### src/rtl/uart_arb_pkg.sv
// Shared types for the UART TX arbiter. The TAG state and TAG_BASE exist only
// when UART_ARB_TAG_EN is defined.
package uart_arb_pkg;
`ifdef UART_ARB_TAG_EN
   typedef enum logic [1:0] {IDLE = 2'd0, TAG = 2'd1, XFER = 2'd2} uart_arb_state_e;
   localparam logic [7:0] TAG_BASE = 8'h30;
`else
   typedef enum logic [1:0] {IDLE = 2'd0, XFER = 2'd2} uart_arb_state_e;
`endif
endpackage

### src/rtl/uart_rr_pick.sv
// Combinational round-robin picker: first set request at or after ptr_i,
// wrapping modulo NUM_REQ; one-hot result, zero if nothing requests.
module uart_rr_pick #(
   parameter int NUM_REQ = 2,
   localparam int PW = (NUM_REQ > 1) ? $clog2(NUM_REQ) : 1
) (
   input  logic [NUM_REQ-1:0] req_i,
   input  logic [PW-1:0]      ptr_i,
   output logic [NUM_REQ-1:0] gnt_o
);
   logic [PW:0]   sum;
   logic [PW-1:0] idx;
   logic          found;

   always_comb begin
      gnt_o = '0;
      found = 1'b0;
      sum   = '0;
      idx   = '0;
      for (int i = 0; i < NUM_REQ; i++) begin
         sum = {1'b0, ptr_i} + (PW+1)'(i);
         if (sum >= (PW+1)'(NUM_REQ)) sum = sum - (PW+1)'(NUM_REQ);
         idx = sum[PW-1:0];
         if (!found && req_i[idx]) begin
            gnt_o[idx] = 1'b1;
            found      = 1'b1;
         end
      end
   end
endmodule

### src/rtl/uart_tx_arbiter.sv
// Round-robin sharing of one UART TX byte stream between NUM_REQ requesters,
// grant held per line. Define UART_ARB_TAG_EN to prefix each grant with an ASCII tag.
module uart_tx_arbiter
   import uart_arb_pkg::*;
#(
   parameter int         NUM_REQ      = 2,
   parameter int         MAX_BURST    = 64,
   parameter logic [7:0] LOCK_CHAR    = 8'h0A,
   parameter int         IDLE_TIMEOUT = 1024
) (
   input  logic                 clk_i,
   input  logic                 reset_ni,
   input  logic [NUM_REQ-1:0]   req_valid_i,
   input  logic [NUM_REQ*8-1:0] req_data_i,
   output logic [NUM_REQ-1:0]   req_ready_o,
   output logic                 tx_valid_o,
   output logic [7:0]           tx_data_o,
   input  logic                 tx_ready_i,
   output logic [NUM_REQ-1:0]   grant_o,
   output logic                 busy_o
);
   localparam int PW = (NUM_REQ > 1) ? $clog2(NUM_REQ) : 1;
   localparam int BW = $clog2(MAX_BURST + 1);
   localparam int IW = $clog2(IDLE_TIMEOUT + 1);

   uart_arb_state_e    state_q;
   logic [NUM_REQ-1:0] grant_q;
   logic [PW-1:0]      ptr_q;
   logic [BW-1:0]      burst_q, burst_d;
   logic [IW-1:0]      idle_q, idle_d;
   logic               txv_q;
   logic [7:0]         txd_q;

   logic [NUM_REQ-1:0] pick;
   logic [PW-1:0]      pick_idx, ptr_d;
   logic [7:0]         data_g;
   logic               vld_g, slot_free, accept;

   uart_rr_pick #(.NUM_REQ(NUM_REQ)) u_pick (
      .req_i (req_valid_i),
      .ptr_i (ptr_q),
      .gnt_o (pick)
   );

   always_comb begin
      data_g   = '0;
      pick_idx = '0;
      for (int i = 0; i < NUM_REQ; i++) begin
         if (grant_q[i]) data_g = req_data_i[i*8 +: 8];
         if (pick[i])    pick_idx = PW'(i);
      end
   end

`ifdef UART_ARB_TAG_EN
   logic [PW-1:0] gidx;
   always_comb begin
      gidx = '0;
      for (int i = 0; i < NUM_REQ; i++)
         if (grant_q[i]) gidx = PW'(i);
   end
`endif

   // The register slot is free if empty or draining this cycle: full throughput.
   assign slot_free   = !txv_q || tx_ready_i;
   assign req_ready_o = (state_q == XFER && slot_free) ? grant_q : '0;
   assign accept      = |(req_valid_i & req_ready_o);
   assign vld_g       = |(req_valid_i & grant_q);
   assign ptr_d       = (pick_idx == PW'(NUM_REQ - 1)) ? '0 : pick_idx + 1'b1;
   assign burst_d     = burst_q + 1'b1;
   assign idle_d      = idle_q + 1'b1;

   always_ff @(posedge clk_i or negedge reset_ni) begin
      if (!reset_ni) begin
         state_q <= IDLE;
         grant_q <= '0;
         ptr_q   <= '0;
         burst_q <= '0;
         idle_q  <= '0;
         txv_q   <= 1'b0;
         txd_q   <= 8'h00;
      end else begin
         if (accept) begin
            txv_q <= 1'b1;
            txd_q <= data_g;
         end
`ifdef UART_ARB_TAG_EN
         else if (state_q == TAG && slot_free) begin
            txv_q <= 1'b1;
            txd_q <= TAG_BASE + 8'(gidx);
         end
`endif
         else if (tx_ready_i) begin
            txv_q <= 1'b0;
         end

         case (state_q)
            IDLE: begin
               if (|req_valid_i) begin
                  grant_q <= pick;
                  ptr_q   <= ptr_d;
                  burst_q <= '0;
                  idle_q  <= '0;
`ifdef UART_ARB_TAG_EN
                  state_q <= TAG;
`else
                  state_q <= XFER;
`endif
               end
            end
`ifdef UART_ARB_TAG_EN
            TAG: if (slot_free) state_q <= XFER;
`endif
            XFER: begin
               if (accept) begin
                  burst_q <= burst_d;
                  idle_q  <= '0;
                  if (data_g == LOCK_CHAR || burst_d == BW'(MAX_BURST)) begin
                     state_q <= IDLE;
                     grant_q <= '0;
                  end
               end else if (vld_g) begin
                  idle_q <= '0;
               end else begin
                  // Holder went quiet: keep the line until the timeout expires.
                  idle_q <= idle_d;
                  if (idle_d == IW'(IDLE_TIMEOUT)) begin
                     state_q <= IDLE;
                     grant_q <= '0;
                  end
               end
            end
            default: begin
               state_q <= IDLE;
               grant_q <= '0;
            end
         endcase
      end
   end

   assign grant_o    = grant_q;
   assign tx_valid_o = txv_q;
   assign tx_data_o  = txd_q;
   assign busy_o     = (state_q != IDLE) || txv_q;
endmodule

### config.mk
export PLATFORM = sky130hd
export DESIGN_NAME = uart_tx_arbiter
export DESIGN_NICKNAME = d
export VERILOG_FILES = /design/src/rtl/uart_arb_pkg.sv /design/src/rtl/uart_rr_pick.sv /design/src/rtl/uart_tx_arbiter.sv
export SDC_FILE = /design/constraint.sdc
export NUM_CORES = 1
export LEC_CHECK = 0
export ABC_AREA = 1
export ABC_CLOCK_PERIOD_IN_PS = 1600
export CELL_PAD_IN_SITES_DETAIL_PLACEMENT = 1
export CELL_PAD_IN_SITES_GLOBAL_PLACEMENT = 2
export CORE_UTILIZATION = 25
export DETAILED_ROUTE_END_ITERATION = 8
export PLACE_DENSITY = 0.8
export SLEW_MARGIN = 20
export SYNTH_ARGS = -nofsm -noshare
export SYNTH_HDL_FRONTEND = slang
export SYNTH_HIERARCHICAL = 1
export SYNTH_SLANG_ARGS = --single-unit
### constraint.sdc
create_clock -name clk_i -period 1.6 [get_ports clk_i]
set_input_delay 0.24 -clock clk_i [delete_from_list [all_inputs] [get_ports clk_i]]
set_output_delay 0.24 -clock clk_i [all_outputs]
set_load 0.01 [all_outputs]
==> Yosys cells after proc, flatten, opt, wreduce, memory -nomap -nowiden <==
Cells that the tools add are included.
{ "totals": {"reg_bits": 32, "out_inout_bits": 14, "elab_cells": 86} }
{ "op_classes": {"n_addsub": 6, "order_cmp": 6, "n_eq_ne": 9, "muxes": 35, "bitwise": 3, "n_reduce_logical": 20} }
{ "ops": {"columns": ["operator", "count"], "rows": [
  ["$mux 11", 3],
  ["$pmux 11 s2", 1],
  ["$mux 2", 9],
  ["$mux 8", 2],
  ["$mux 7", 2],
  ["$pmux 7 s2", 1],
  ["$mux 1", 13],
  ["$add 11x1->11 const B", 1],
  ["$eq 11x11->1 const B", 1],
  ["$eq 8x4->1 const B", 1],
  ["$pmux 2 s2", 2],
  ["$add 7x1->7 const B", 1],
  ["$eq 7x7->1 const B", 1],
  ["$ne 3x2->1 const B", 2],
  ["$reduce_bool 2->1", 3],
  ["$reduce_or 2->1", 3],
  ["$and 2x2->2", 2],
  ["$logic_and 1x1->1", 4],
  ["$lt 1x2->1 const B", 2],
  ["$ne 2x2->1 const B", 2],
  ["$reduce_and 2->1", 2],
  ["$reduce_and 4->1", 1],
  ["$logic_or 1x1->1", 3],
  ["$ne 3x3->1 const B", 1],
  ["12 further kinds", 16]
]} }

==> Depth between registers and ports, before layout <==
Gate-level depths: netlist of the first run.
{ "depth": {"depth_word": 12, "mapped_depth": 14, "mapped_depth_nobuf": 13} }

==> Hierarchy <==
Netlist of the first run, hierarchy kept.
{ "by_module_without_submodules": {"columns": ["module", "n_inst", "cells_each", "area_per_inst_um2"], "rows": [
  ["uart_tx_arbiter", 1, 256, 1771.7],
  ["uart_rr_pick", 1, 4, 27.5]
]} }

==> Least setup slack after synthesis of the first run <==
OpenSTA, ideal clock, no wires.
{ "synth_path": {"path_type": "register to register", "start": "register idle_q[0]", "end": "register state_q[1]", "arrival_time_ns": 1.392, "setup_slack_ns": 0.091, "stages_incl_launch_ff": 13, "n_path_buf": 0, "period_less_slack_ns": 1.509, "cell_sequence": "dfrtp_1 > ha_1 > nand2_2 > nor2_4 > nand3_1 > nand2_1 > nand2_1 > nor2_1 > nand3_1 > nand2_1 > nand2_2 > nand2_1 > nand2_1"} }
{ "synth_between": {"elab_chain_cells": 4} }
{ "synth_lines": {"columns": ["element", "line_no", "source"], "rows": [
  ["start, declared", "uart_tx_arbiter.sv:30", "logic [IW-1:0] idle_q, idle_d;"],
  ["start signal, assigned", "uart_tx_arbiter.sv:125", "idle_q <= idle_d;"],
  ["$add 11x1->11", "uart_tx_arbiter.sv:70", "assign idle_d = idle_q + 1'b1;"],
  ["$eq 11x11->1", "uart_tx_arbiter.sv:126", "if (idle_d == IW'(IDLE_TIMEOUT)) begin"],
  ["$ne 3x2->1 (no line)", null, null],
  ["$reduce_and 4->1 (no line)", null, null],
  ["end signal, assigned", "uart_tx_arbiter.sv:74", "state_q <= IDLE;"],
  ["end signal, assigned", "uart_tx_arbiter.sv:127", "state_q <= IDLE;"],
  ["end signal, assigned", "uart_tx_arbiter.sv:133", "state_q <= IDLE;"],
  ["end, declared", "uart_tx_arbiter.sv:26", "uart_arb_state_e state_q;"]
]} }
No other way between the ends.
A chain may end at the register's enable or synchronous reset.

==> Worst setup path after layout of the first run <==
{ "layout_path": {"start": "register idle_q[1]", "end": "register state_q[1]"} }
The elaborated chain is that of the path after synthesis.

==> reports/results.tsv, run 1 <==
metric	value	unit
status	finished, violations left	
violations	setup timing	
cts_tree	done	
path_class	flip-flop to flip-flop	
ctsHtreeMaxLevel	2	
final_cells	431	
power_density	1290	nW/µm²
ir_worst_vdd	480	µV
synthTopCellsByArea	dfrtp_1 43%, nand2_1 19%, inv_1 7.7%	
final_common_cell	nand2_1	
critPathArrivalTime	1.81	ns
clock_path_buffers	2	
ant_nets	0	
drive_above_1_share	28.1	%
routedWlPerCell	12.7	µm
dp_hpwl	4.10	mm
period_share	102	%
dp_cells	417	
start_kind	flip-flop	
fp.dieH	86.8	µm
synth-seq-cells	31	
firstDrtPassIters	3	
ys_warn_count	6	
timing.rr.end	state_q[1]$_DFFE_PN0P_	
rows	30	
syn_inst	260	
max_slew_margin	72.0	%
nets	357	
first_iter_violations	72	
vias	1906	
worstRegToRegCells	12	
antenna_found_initial	0	
clkLatencyLatePin	0.29	ns
syn_area_per_cell	6.92	µm²
grt_start_max_net_pins	32	
drv_cap	0	
rsz0062_at_grt	true	
ys_types	24	
hold_viol	0	
dieArea	7540	µm²
grt_pass1_wl	9.63	mm
wirelength	5.47	mm
area_growth_syn_to_layout	55.6	%
crit_required	1.79	ns
layout_common_cells	79 x nand2_1, 35 x buf_4, 33 x inv_1	
crit_fanout	4	
setup_tns	-0.0674	ns
endpoint_kind	flip-flop	
cts_buffers	5	
avgViaCountPerCell	4.42	
r2r_start	idle_q[1]$_DFFE_PN0P_	
place_area	2480	µm²
io_buffers	34	
hp-class	primary input to async pin	
ctsHoldBuffers	0	
max_freq	0.615	GHz
core_area	6870	µm²
setup_violations	3	
syn_nets	283	
worst_slew_pin_slew	0.420	ns
maxSlewViolCount	0	
fillCellCount	849	
timing.hold.ws	0.354	ns
drc	0	
io_pins	35	
start_util	26.2	%
fin_ws	-0.0265	ns
pre_cts_ws	-0.316	ns
grt_pass1_vias	2088	
track_usage	16.5	%
die_w	86.8	µm
antennaDiodeCount	0	
period_needed	1.63	ns
fin_area	2800	µm²
p_leak	0.00133	µW
synthesis.area	1800	µm²
cts_sinks	31	
place_congestion	0.737	
clk_pin_slew	0.07	ns
overflow	0	
clockRootBuffer	clkbuf_8	
skew	0.00393	ns
synth_top_area_share	43.1	%
synth-seq-area-share	43.1	%
rrSetupSlack	-0.03	ns
synth_top_cell_by_area	dfrtp_1	
state kept, by name, indices dropped and copies added, names as in the netlist:
signal	count
idle_q	11
tx_valid_o	1
burst_q	7
tx_data_o	8
ptr_q	1
grant_o	2
state_q	1
cell families after synthesis:
logic type                 share of synthesized area, %
and+or+nand+nor                                    34.9
DFF                                                43.1
AOI/OAI and AO/OA                                  11.1
buffers and inverters                              9.53
adders and majority gates                          1.39
metal layers:
metal / track usage [%] / part of all wire (%)
met1: 19.3 / 44
met4: 5.00 / 0.80
met2: 30.3 / 52
met5: 0 / 0
met3: 3.24 / 3.6
worst max-delay path, cell delays in order (launching register included):
cell     delay [ns]
dfrtp_1        0.40
ha_4           0.18
nand2_4        0.08
nor2_4         0.19
inv_2          0.05
nand2_2        0.07
nand3_2        0.08
nor2_4         0.12
nand3_2        0.10
nand2_2        0.09
nand2_2        0.06
nand2_1        0.06
nand2_1        0.04
synth_stat cells (all sizes together):
cell    instances
o22ai           7
o21ai          16
a21boi          1
a32o            1
a21oi           1
a31oi           2
dfrtp          31
o21a            1
ha              2
o31ai           1
inv            37
nand3          15
nand4           5
nor2           39
buf             4
nand2          92
clkbuf          1
or2             2
a22o            2
area by class of cell:
type	instances	area (µm²)	share of cell area [%]
timing repair buffer	72	637	22.8
tap	96	120	4.29
inverter	37	141	5.05
clock buffer	6	82.6	2.95
clock inverter	2	35.0	1.25
multi-input combinational	187	1010	36.0
sequential	31	776	27.7
stage by stage:
step / utilization, % / power (µW)
after floorplan: - / 1870
after global placement: 36.1 / 2670
after detailed placement: 36.1 / 2710
after CTS: 39.4 / 3620
after global routing: 40.7 / 3890
final: 40.7 / 3610
how the worst max path moves through the flow:
stage	slack, ns	endpoint	depth (start not counted)	from
5_1_grt	-0.18	grant_o[1]$_DFFE_PN0P_	12	idle_q[1]$_DFFE_PN0P_
2_1_floorplan	0.09	state_q[1]$_DFFE_PN0P_	12	idle_q[0]$_DFFE_PN0P_
3_3_place_gp	-0.27	idle_q[0]$_DFFE_PN0P_	7	req_valid_i[1]
3_5_place_dp	-0.32	idle_q[5]$_DFFE_PN0P_	7	req_valid_i[1]
6_report	-0.03	state_q[1]$_DFFE_PN0P_	12	idle_q[1]$_DFFE_PN0P_
4_1_cts	-0.03	state_q[1]$_DFFE_PN0P_	13	burst_q[1]$_DFFE_PN0P_
report_power, final:
part / internal (µW) / switching (µW) / total, µW
Sequential: 974 / 161 / 1140
Combinational: 803 / 847 / 1650
Clock: 504 / 319 / 823
Total: 2280 / 1330 / 3610
what timing repair did:
action	CTS	global route
gates resized for setup	30	28
pin swaps	11	12
setup buffers	4	3
endpoints found under the setup margin	11	16
(Power assumes the default switching activity.)
==> run 2: changes to the inputs <==
Settings changed: REMOVE_ABC_BUFFERS set to 1.
==> run 2 against run 1 <==
  * Hold slack improved by 0.010 ns
  * Highest routed layer unchanged
  * The flow still finishes with violations (setup timing)
  * Largest cell class unchanged
  * Critical path depth unchanged
  * Sequential cell count unchanged
  * Clock power decreased by 30%
  * Wire length decreased by 3.2%
==> reports/results.tsv, run 2 (synthesized netlist as in run 1, its figures left out) <==
metric	value	unit
grt_start_max_net_pins	32	
violations	setup timing	
dieArea	7540	µm²
drv_cap	0	
p_total	3430	µW
fp.dieH	86.8	µm
skew	0.00422	ns
largest_reg_flops	11	
dp_hpwl	4.00	mm
hold_viol	0	
final_cells	424	
first_iter_violations	86	
period_share	102	%
maxSlewViolCount	0	
max_freq	0.610	GHz
status	finished, violations left	
ff_latch_area	778	µm²
power_density	1250	nW/µm²
hp-class	primary input to async pin	
drive_above_1_share	25.3	%
start_util	26.2	%
crit_path_start	idle_q[0]$_DFFE_PN0P_	
dp_cells	416	
clk_pin_slew	0.07	ns
drc	0	
setup_violations	3	
grt_pass1_wl	9.11	mm
nets	352	
period_needed	1.64	ns
ir_worst_vdd	713	µV
p_leak	0.00130	µW
rows	30	
final_common_cell	nand2_1	
core_area	6870	µm²
critPathArrivalTime	1.81	ns
largest_register	idle_q	
final_core_util	40.0	%
max_slew_margin	72.2	%
start_kind	flip-flop	
overflow	0	
ctsHtreeMaxLevel	2	
area_growth_syn_to_layout	52.9	%
cts_buffers	5	
endpoint_kind	flip-flop	
place_congestion	0.735	
layout_common_cells	82 x nand2_1, 33 x inv_1, 29 x dfrtp_1, 29 x clkdlybuf4s50_1, 27 x buf_4	
avgViaCountPerCell	4.49	
worst_slew_pin_slew	0.417	ns
rsz0062_at_grt	true	
antenna_found_initial	0	
antennaDiodeCount	0	
die_w	86.8	µm
routedWlPerCell	12.5	µm
io_pins	35	
path_class	flip-flop to flip-flop	
cts_sinks	31	
firstDrtPassIters	4	
clockRootBuffer	clkbuf_8	
vias	1903	
fillCellCount	849	
multiInputGateArea	1000	µm²
setup_tns	-0.107	ns
clock_path_buffers	2	
grt_pass1_vias	2018	
crit_required	1.77	ns
clkLatencyLatePin	0.28	ns
r2r_start	idle_q[0]$_DFFE_PN0P_	
ant_nets	0	
wirelength	5.30	mm
cts_tree	done	
io_buffers	34	
track_usage	15.4	%
crit_fanout	4	
fin_ws	-0.0394	ns
## run 2: worst paths after layout
path	cells past startpoint	endpoint	slack [ns]
min	2	idle_q[8]$_DFFE_PN0P_	0.36
max in group asynchronous	2	idle_q[2]$_DFFE_PN0P_	0.91
max	12	grant_o[1]$_DFFE_PN0P_	-0.04
min reg2reg	2	tx_data_o[6]$_DFFE_PN0P_	0.49
max reg2reg	12	grant_o[1]$_DFFE_PN0P_	-0.04
min in group clk_i	2	tx_data_o[6]$_DFFE_PN0P_	0.49
## run 2: layer usage
metal	vias up	GRT usage, %	share of wire (%)
met5	-	0	0
met4	0	4.09	1.0
met3	7	3.71	4.5
li1	955	-	-
met2	33	26.3	48
met1	908	19.4	46
## run 2: what timing repair did
item	in CTS	in global routing
setup buffers	0	2
pin swaps	9	8
hold buffers	0	0
endpoints found under the setup margin	11	19
gates resized for setup	28	29
## run 2: area by class of cell
type / instances / share of cell area [%]
tap: 96 / 4.37
inverter: 37 / 5.05
timing repair buffer: 67 / 23.1
sequential: 31 / 28.3
multi-input combinational: 187 / 36.5
clock buffer: 6 / 2.64
## run 2: worst max-delay path, cell delays in order, from the launching register on
cell and delay, ns:
dfrtp_1 0.42, ha_4 0.19, nand2_4 0.09, nor2_4 0.06, buf_4 0.13, nand4_1 0.07
nand2_1 0.09, nor2_2 0.10, nand3_2 0.11, nand2_2 0.09, nand2_2 0.07, nand2_1 0.06
nand2_1 0.05
## run 2: where the power goes
part	internal (µW)	switching, µW
Sequential	979	172
Clock	290	287
Combinational	862	845
Total	2130	1300
## run 2: stage by stage
| step | hold slack (ns) | cell area, µm² | setup WS [ns] |
|---|---|---|---|
| after floorplan | -0.0556 | 1770 | -0.193 |
| after global placement | 0.471 | 2500 | -0.140 |
| after detailed placement | 0.476 | 2500 | -0.179 |
| after CTS | 0.379 | 2660 | -0.0444 |
| after global routing | 0.409 | 2750 | -0.142 |
| final | 0.364 | 2750 | -0.0394 |
